[config.mk]
export PLATFORM = sky130hd
export DESIGN_NAME = spi_param_port
export DESIGN_NICKNAME = d
export VERILOG_FILES = /design/src/rtl/spi_param_port.sv
export SDC_FILE = /design/constraint.sdc
export NUM_CORES = 1
export LEC_CHECK = 0
export ABC_AREA = 1
export BUFFER_PORTS_ARGS = -buffer_cell sky130_fd_sc_hd__buf_2
export CAP_MARGIN = 25
export CORE_UTILIZATION = 45
export DETAILED_ROUTE_END_ITERATION = 10
export PLACE_DENSITY = 0.66
export RECOVER_POWER = 25
export SLEW_MARGIN = 10
export SYNTH_ARGS = -nofsm -noshare
export SYNTH_HDL_FRONTEND = slang
export SYNTH_SLANG_ARGS = --single-unit
export TNS_END_PERCENT = 20
[constraint.sdc]
create_clock -name clk -period 4.9 [get_ports clk]
set_input_delay 0.49 -clock clk [delete_from_list [all_inputs] [get_ports clk]]
set_output_delay 0.49 -clock clk [all_outputs]
set_load 0.1 [all_outputs]
[src/rtl/spi_param_port.sv]
// SPI mode-0 slave giving word-wide access to a parameter memory.
// Frame: W flag, start address, then any number of PARAM_WIDTH-bit words.
module spi_param_port #(
  parameter int PARAM_WIDTH = 40,
  parameter int ADDR_WIDTH  = 8
) (
  input  logic                   clk,
  input  logic                   reset,
  input  logic                   spi_SCLK,
  input  logic                   spi_SSEL,
  input  logic                   spi_MOSI,
  output logic                   spi_MISO,
  output logic [ADDR_WIDTH-1:0]  rd_addr,
  output logic                   rd_en,
  input  logic [PARAM_WIDTH-1:0] rd_data,
  output logic [ADDR_WIDTH-1:0]  wr_addr,
  output logic [PARAM_WIDTH-1:0] wr_data,
  output logic                   wr_en,
  output logic                   busy,
  output logic                   frame_abort
);

  localparam int HDR_BITS = ADDR_WIDTH + 1;
  localparam int RW =
    (PARAM_WIDTH > HDR_BITS) ? PARAM_WIDTH : HDR_BITS;
  localparam int CW = $clog2(RW + 1);
  localparam logic [CW-1:0] HDR_LAST  = CW'(HDR_BITS - 1);
  localparam logic [CW-1:0] WORD_LAST = CW'(PARAM_WIDTH - 1);

  typedef enum logic [1:0] {
    IDLE,
    HEADER,
    DATA
  } state_t;

  state_t                 state;
  logic [1:0]             sclk_q;
  logic [1:0]             ssel_q;
  logic [1:0]             mosi_q;
  logic                   sclk_d;
  logic                   ssel_d;
  logic [CW-1:0]          bit_cnt;
  logic [RW-2:0]          rx_sr;
  logic [PARAM_WIDTH-1:0] tx_sr;
  logic [ADDR_WIDTH-1:0]  addr;
  logic                   wr_mode;
  logic                   load_pend;
  logic                   skip_shift;

  logic                   sclk_rise;
  logic                   sclk_fall;
  logic                   ssel_fall;
  logic                   ssel_s;
  logic [RW-1:0]          rx_word;
  logic [ADDR_WIDTH-1:0]  hdr_addr;
  logic                   hdr_w;

  // Edge detection and the word being completed by the current bit
  always_comb begin
    ssel_s    = ssel_q[1];
    sclk_rise = sclk_q[1] & ~sclk_d;
    sclk_fall = ~sclk_q[1] & sclk_d;
    ssel_fall = ~ssel_q[1] & ssel_d;
    rx_word   = {rx_sr, mosi_q[1]};
    hdr_addr  = rx_word[ADDR_WIDTH-1:0];
    hdr_w     = rx_word[ADDR_WIDTH];
  end

  // Synchronizers, frame FSM, shift registers and memory strobes
  always_ff @(posedge clk) begin
    if (reset) begin
      state       <= IDLE;
      sclk_q      <= '0;
      ssel_q      <= '0;
      mosi_q      <= '0;
      sclk_d      <= 1'b0;
      ssel_d      <= 1'b0;
      bit_cnt     <= '0;
      rx_sr       <= '0;
      tx_sr       <= '0;
      addr        <= '0;
      wr_mode     <= 1'b0;
      load_pend   <= 1'b0;
      skip_shift  <= 1'b0;
      spi_MISO    <= 1'b0;
      rd_addr     <= '0;
      rd_en       <= 1'b0;
      wr_addr     <= '0;
      wr_data     <= '0;
      wr_en       <= 1'b0;
      busy        <= 1'b0;
      frame_abort <= 1'b0;
    end else begin
      sclk_q      <= {sclk_q[0], spi_SCLK};
      ssel_q      <= {ssel_q[0], spi_SSEL};
      mosi_q      <= {mosi_q[0], spi_MOSI};
      sclk_d      <= sclk_q[1];
      ssel_d      <= ssel_q[1];
      rd_en       <= 1'b0;
      wr_en       <= 1'b0;
      frame_abort <= 1'b0;
      load_pend   <= rd_en;
      if (state != IDLE && ssel_s) begin
        // a frame cut mid-header or mid-word is dropped
        state       <= IDLE;
        busy        <= 1'b0;
        frame_abort <= (bit_cnt != '0);
        bit_cnt     <= '0;
        spi_MISO    <= 1'b0;
        skip_shift  <= 1'b0;
      end else begin
        unique case (state)
          IDLE: begin
            spi_MISO <= 1'b0;
            if (ssel_fall) begin
              state   <= HEADER;
              busy    <= 1'b1;
              bit_cnt <= '0;
            end
          end
          HEADER: begin
            spi_MISO <= 1'b0;
            if (sclk_rise) begin
              rx_sr <= rx_word[RW-2:0];
              if (bit_cnt == HDR_LAST) begin
                bit_cnt <= '0;
                state   <= DATA;
                wr_mode <= hdr_w;
                if (!hdr_w) begin
                  rd_en   <= 1'b1;
                  rd_addr <= hdr_addr;
                  addr    <= hdr_addr + 1'b1;
                end else begin
                  addr    <= hdr_addr;
                end
              end else begin
                bit_cnt <= bit_cnt + 1'b1;
              end
            end
          end
          DATA: begin
            if (sclk_rise) begin
              rx_sr <= rx_word[RW-2:0];
              if (bit_cnt == WORD_LAST) begin
                bit_cnt <= '0;
                addr    <= addr + 1'b1;
                if (wr_mode) begin
                  wr_en   <= 1'b1;
                  wr_addr <= addr;
                  wr_data <= rx_word[PARAM_WIDTH-1:0];
                end else begin
                  rd_en   <= 1'b1;
                  rd_addr <= addr;
                end
              end else begin
                bit_cnt <= bit_cnt + 1'b1;
              end
            end
            if (wr_mode) begin
              spi_MISO <= 1'b0;
            end else if (load_pend) begin
              tx_sr      <= rd_data;
              skip_shift <= 1'b1;
            end else if (sclk_fall) begin
              if (skip_shift) begin
                spi_MISO   <= tx_sr[PARAM_WIDTH-1];
                skip_shift <= 1'b0;
              end else begin
                spi_MISO <= tx_sr[PARAM_WIDTH-2];
                tx_sr    <= {tx_sr[PARAM_WIDTH-2:0], 1'b0};
              end
            end
          end
          default: state <= IDLE;
        endcase
      end
    end
  end

endmodule
==> flow_summary.yaml <==
routing:
  routed_wirelength_microns: 15000
  vias_per_cell: 4.92
  wire_per_inst_microns: 12.3
  dr_total_vias: 6016
  dr.pass1.iters: 4
  route.detailed.drc: 0
  first_iter_violations: 441
  ant_nets: 0
timing:
  slew-limit-headroom_pct: 19.1
  skew_ps: 13.2
  clock.fmax_mhz: 358
  tns_ps: 0
  slew_viol_final: 0
  final-setup-viol-count: 0
  hold_viol_final: 0
  whs_ps: 281
  timing.final.crit_share_pct: 56.9
  tightest_slew_ps: 1220
  min_period_ps: 2790
  rsz0062_at_grt: "false"
worst_hold_path:
  whs_path_depth: 3
  min_from: "spi_SSEL"
  whs_endpoint: "ssel_q[0]$_SDFF_PP0_"
  hold_class: "input port to flip-flop"
power_and_ir_drop:
  powerDensity_nw_per_um2: 454
  power.leakage_nw: 3.49
  power_mw: 3.62
  irDropWorstVdd_mv: 0.291
synth:
  synth_common_cells: "nor2_1 (189), o21ai_0 (186), dfxtp_1 (167), nand2_1 (119), inv_1 (88)"
  syn_avg_cell_area_sq_um: 7.23
  yosys.area.top_type_share_pct: 48.5
  syn_inst: 954
  seq_area_frac_synth_pct: 48.5
  yosys-top-cells-area: "dfxtp_1 (49%), o21ai_0 (14%), nor2_1 (10%), nand2_1 (6.5%), a21oi_1 (6.1%)"
  yosysMostFrequentCell: "nor2_1"
  ys_async_sr_fraction_pct: 0
  yosys_register_bits: 167
  syn_nets: 1007
  synth-edff-count: 0
  yosys_warnings: 0
  synthDistinctLibCells: 26
  synth_flop_cell: "dfxtp_1"
  synthesis.area_sq_um: 6890
  synth_top_cell_by_area: "dfxtp_1"
critical_path:
  worstReg2RegStart: "state[0]$_SDFFE_PP0P_"
  end_kind: "flip-flop"
  crit_fanout: 71
  startpoint_type: "input port"
  reg2reg_depth: 8
  cp_slowest_cell: "clkinv_2"
  worstPathArrival_ps: 3080
  critical_path_class: "input port to flip-flop"
  rrSetupSlack_ps: 2150
  crit_chain: "clkbuf_1, clkinv_2, buf_4, nand4_1, a21oi_1"
  critical-path-max-stage-delay_ps: 930
  worst_r2r_endpoint: "wr_data[19]$_SDFFE_PP0P_"
  cp.required_ps: 5190
final_layout:
  postLayoutCellArea_sq_um: 7960
  multi_input_area_sq_um: 2950
  n_fill_cell: 1459
  nets: 1080
  syn_to_final_growth_pct: 15.5
  drive_above_1_share_pct: 11.0
  n_antenna_cell: 0
  regArea_sq_um: 3340
clock_network:
  cts.repair.resized: 0
  clk_pin_slew_ps: 60
  cts_hold_buf: 0
  cts-root-buf: "clkbuf_16"
  cts_num_sinks: 167
  cts_setup_buffers: 0
  clk_latency_ps: 420
  cts_tree: "done"
  numCtsBuffers: 17
  htree_levels: 4
  clk_path_buf_depth: 2
floorplanning:
  die_y_microns: 126
  core_sq_um: 14800
  dieWidth_microns: 126
  pin_count: 106
  core.rowCount: 44
  start_util_pct: 46.7
  fp.dieArea_sq_um: 15800
grt:
  antenna_found_initial: 0
  grt_max_degree: 81
  grt_pass1_wl_microns: 24900
  overflow: 0
  grt_use_total_pct: 19.4
  grt_pass1_vias: 5275
placed_design:
  place_area_sq_um: 7440
  dp.final_hpwl_microns: 9410
  gp_congestion: 0.838
  portBuffers: 105
run:
  drv_cap: 0
status:
  outcome: "finished clean"
-- worst max-delay path by stage --
stage / slack, ps / cells after the start / end / startpoint
floorplan: 3340 / 10 / wr_data[10]$_SDFFE_PP0P_ / state[0]$_SDFFE_PP0P_
global placement: 2190 / 8 / wr_data[10]$_SDFFE_PP0P_ / state[0]$_SDFFE_PP0P_
detailed placement: 2110 / 8 / wr_data[35]$_SDFFE_PP0P_ / state[0]$_SDFFE_PP0P_
CTS: 2100 / 8 / wr_data[35]$_SDFFE_PP0P_ / state[0]$_SDFFE_PP0P_
global route: 1760 / 8 / wr_data[32]$_SDFFE_PP0P_ / state[0]$_SDFFE_PP0P_
finish: 2110 / 5 / rd_en$_SDFF_PP0_ / reset
-- flip-flops by register name, summed over array words and instances (netlist names), 2 cells and up --
| signal | flops |
|---|---|
| addr | 8 |
| ssel_q | 2 |
| rx_sr | 39 |
| tx_sr | 40 |
| sclk_q | 2 |
| rd_addr | 8 |
| wr_addr | 8 |
| mosi_q | 2 |
| state | 2 |
| bit_cnt | 6 |
| wr_data | 40 |
-- layout by cell type (no fill, tap or decap), drive strengths merged --
cell type	instances
a21oi	84
buf	64
bufinv	1
clkbuf	68
clkinv	4
clkinvlp	4
dfxtp	167
ha	8
inv	94
nand2	125
nand3	16
nand4	7
nor2	193
nor3	4
o21a	1
o21ai	192
or2	1
xor2	6
-- logic make-up (layout without fill, tap and decap cells) --
| family | count (synthesis) | count (layout) | share of synthesized area (%) |
|---|---|---|---|
| AOI/OAI and AO/OA | 277 | 277 | 20.1 |
| xor gates and xnor gates | 6 | 6 | 0.762 |
| adders and majority gates | 8 | 8 | 1.45 |
| buffers and inverters | 150 | 235 | 8.75 |
| DFF | 167 | 167 | 48.5 |
| and+or+nand+nor | 346 | 346 | 20.4 |
-- metrics by stage --
step                      utilization (%)  instances  setup slack, ps
final                                54.0       1223             2110
after global routing                 54.0       1223             1760
after CTS                            54.2       1222             2100
after detailed placement             50.4       1191             2110
after global placement               50.4       1191             2190
after floorplan                         -        954             3340
-- layout make-up --
type                            instances  area share, %
Tap cell                              184           2.89
Timing Repair Buffer                  111           6.68
Clock buffer                           21           5.78
Multi-Input combinational cell        637           37.0
Inverter                               93           4.40
Clock inverter                         10           1.21
Sequential cell                       167           42.0
-- routing by layer --
layer,vias up,global-route usage [%],wire length [microns]
li1,3206,-,-
met1,2663,27.1,7830
met2,135,29.1,6360
met3,12,4.55,663
met4,0,7.02,161
met5,-,0,0
-- critical path, delay by kind of cell --
kind            cells  cell delay, ps
simple gates        1             200
buf+inv             3            2260
compound gates      1              60
-- power by group --
| group | switching (mW) | leakage, nW | total, mW | internal, mW |
|---|---|---|---|---|
| clock network | 0.534 | 0.262 | 1.26 | 0.725 |
| registers | 0.0694 | 1.35 | 1.53 | 1.46 |
| logic | 0.629 | 1.87 | 0.831 | 0.203 |
Note: power is estimated with default switching activity, not from simulation.
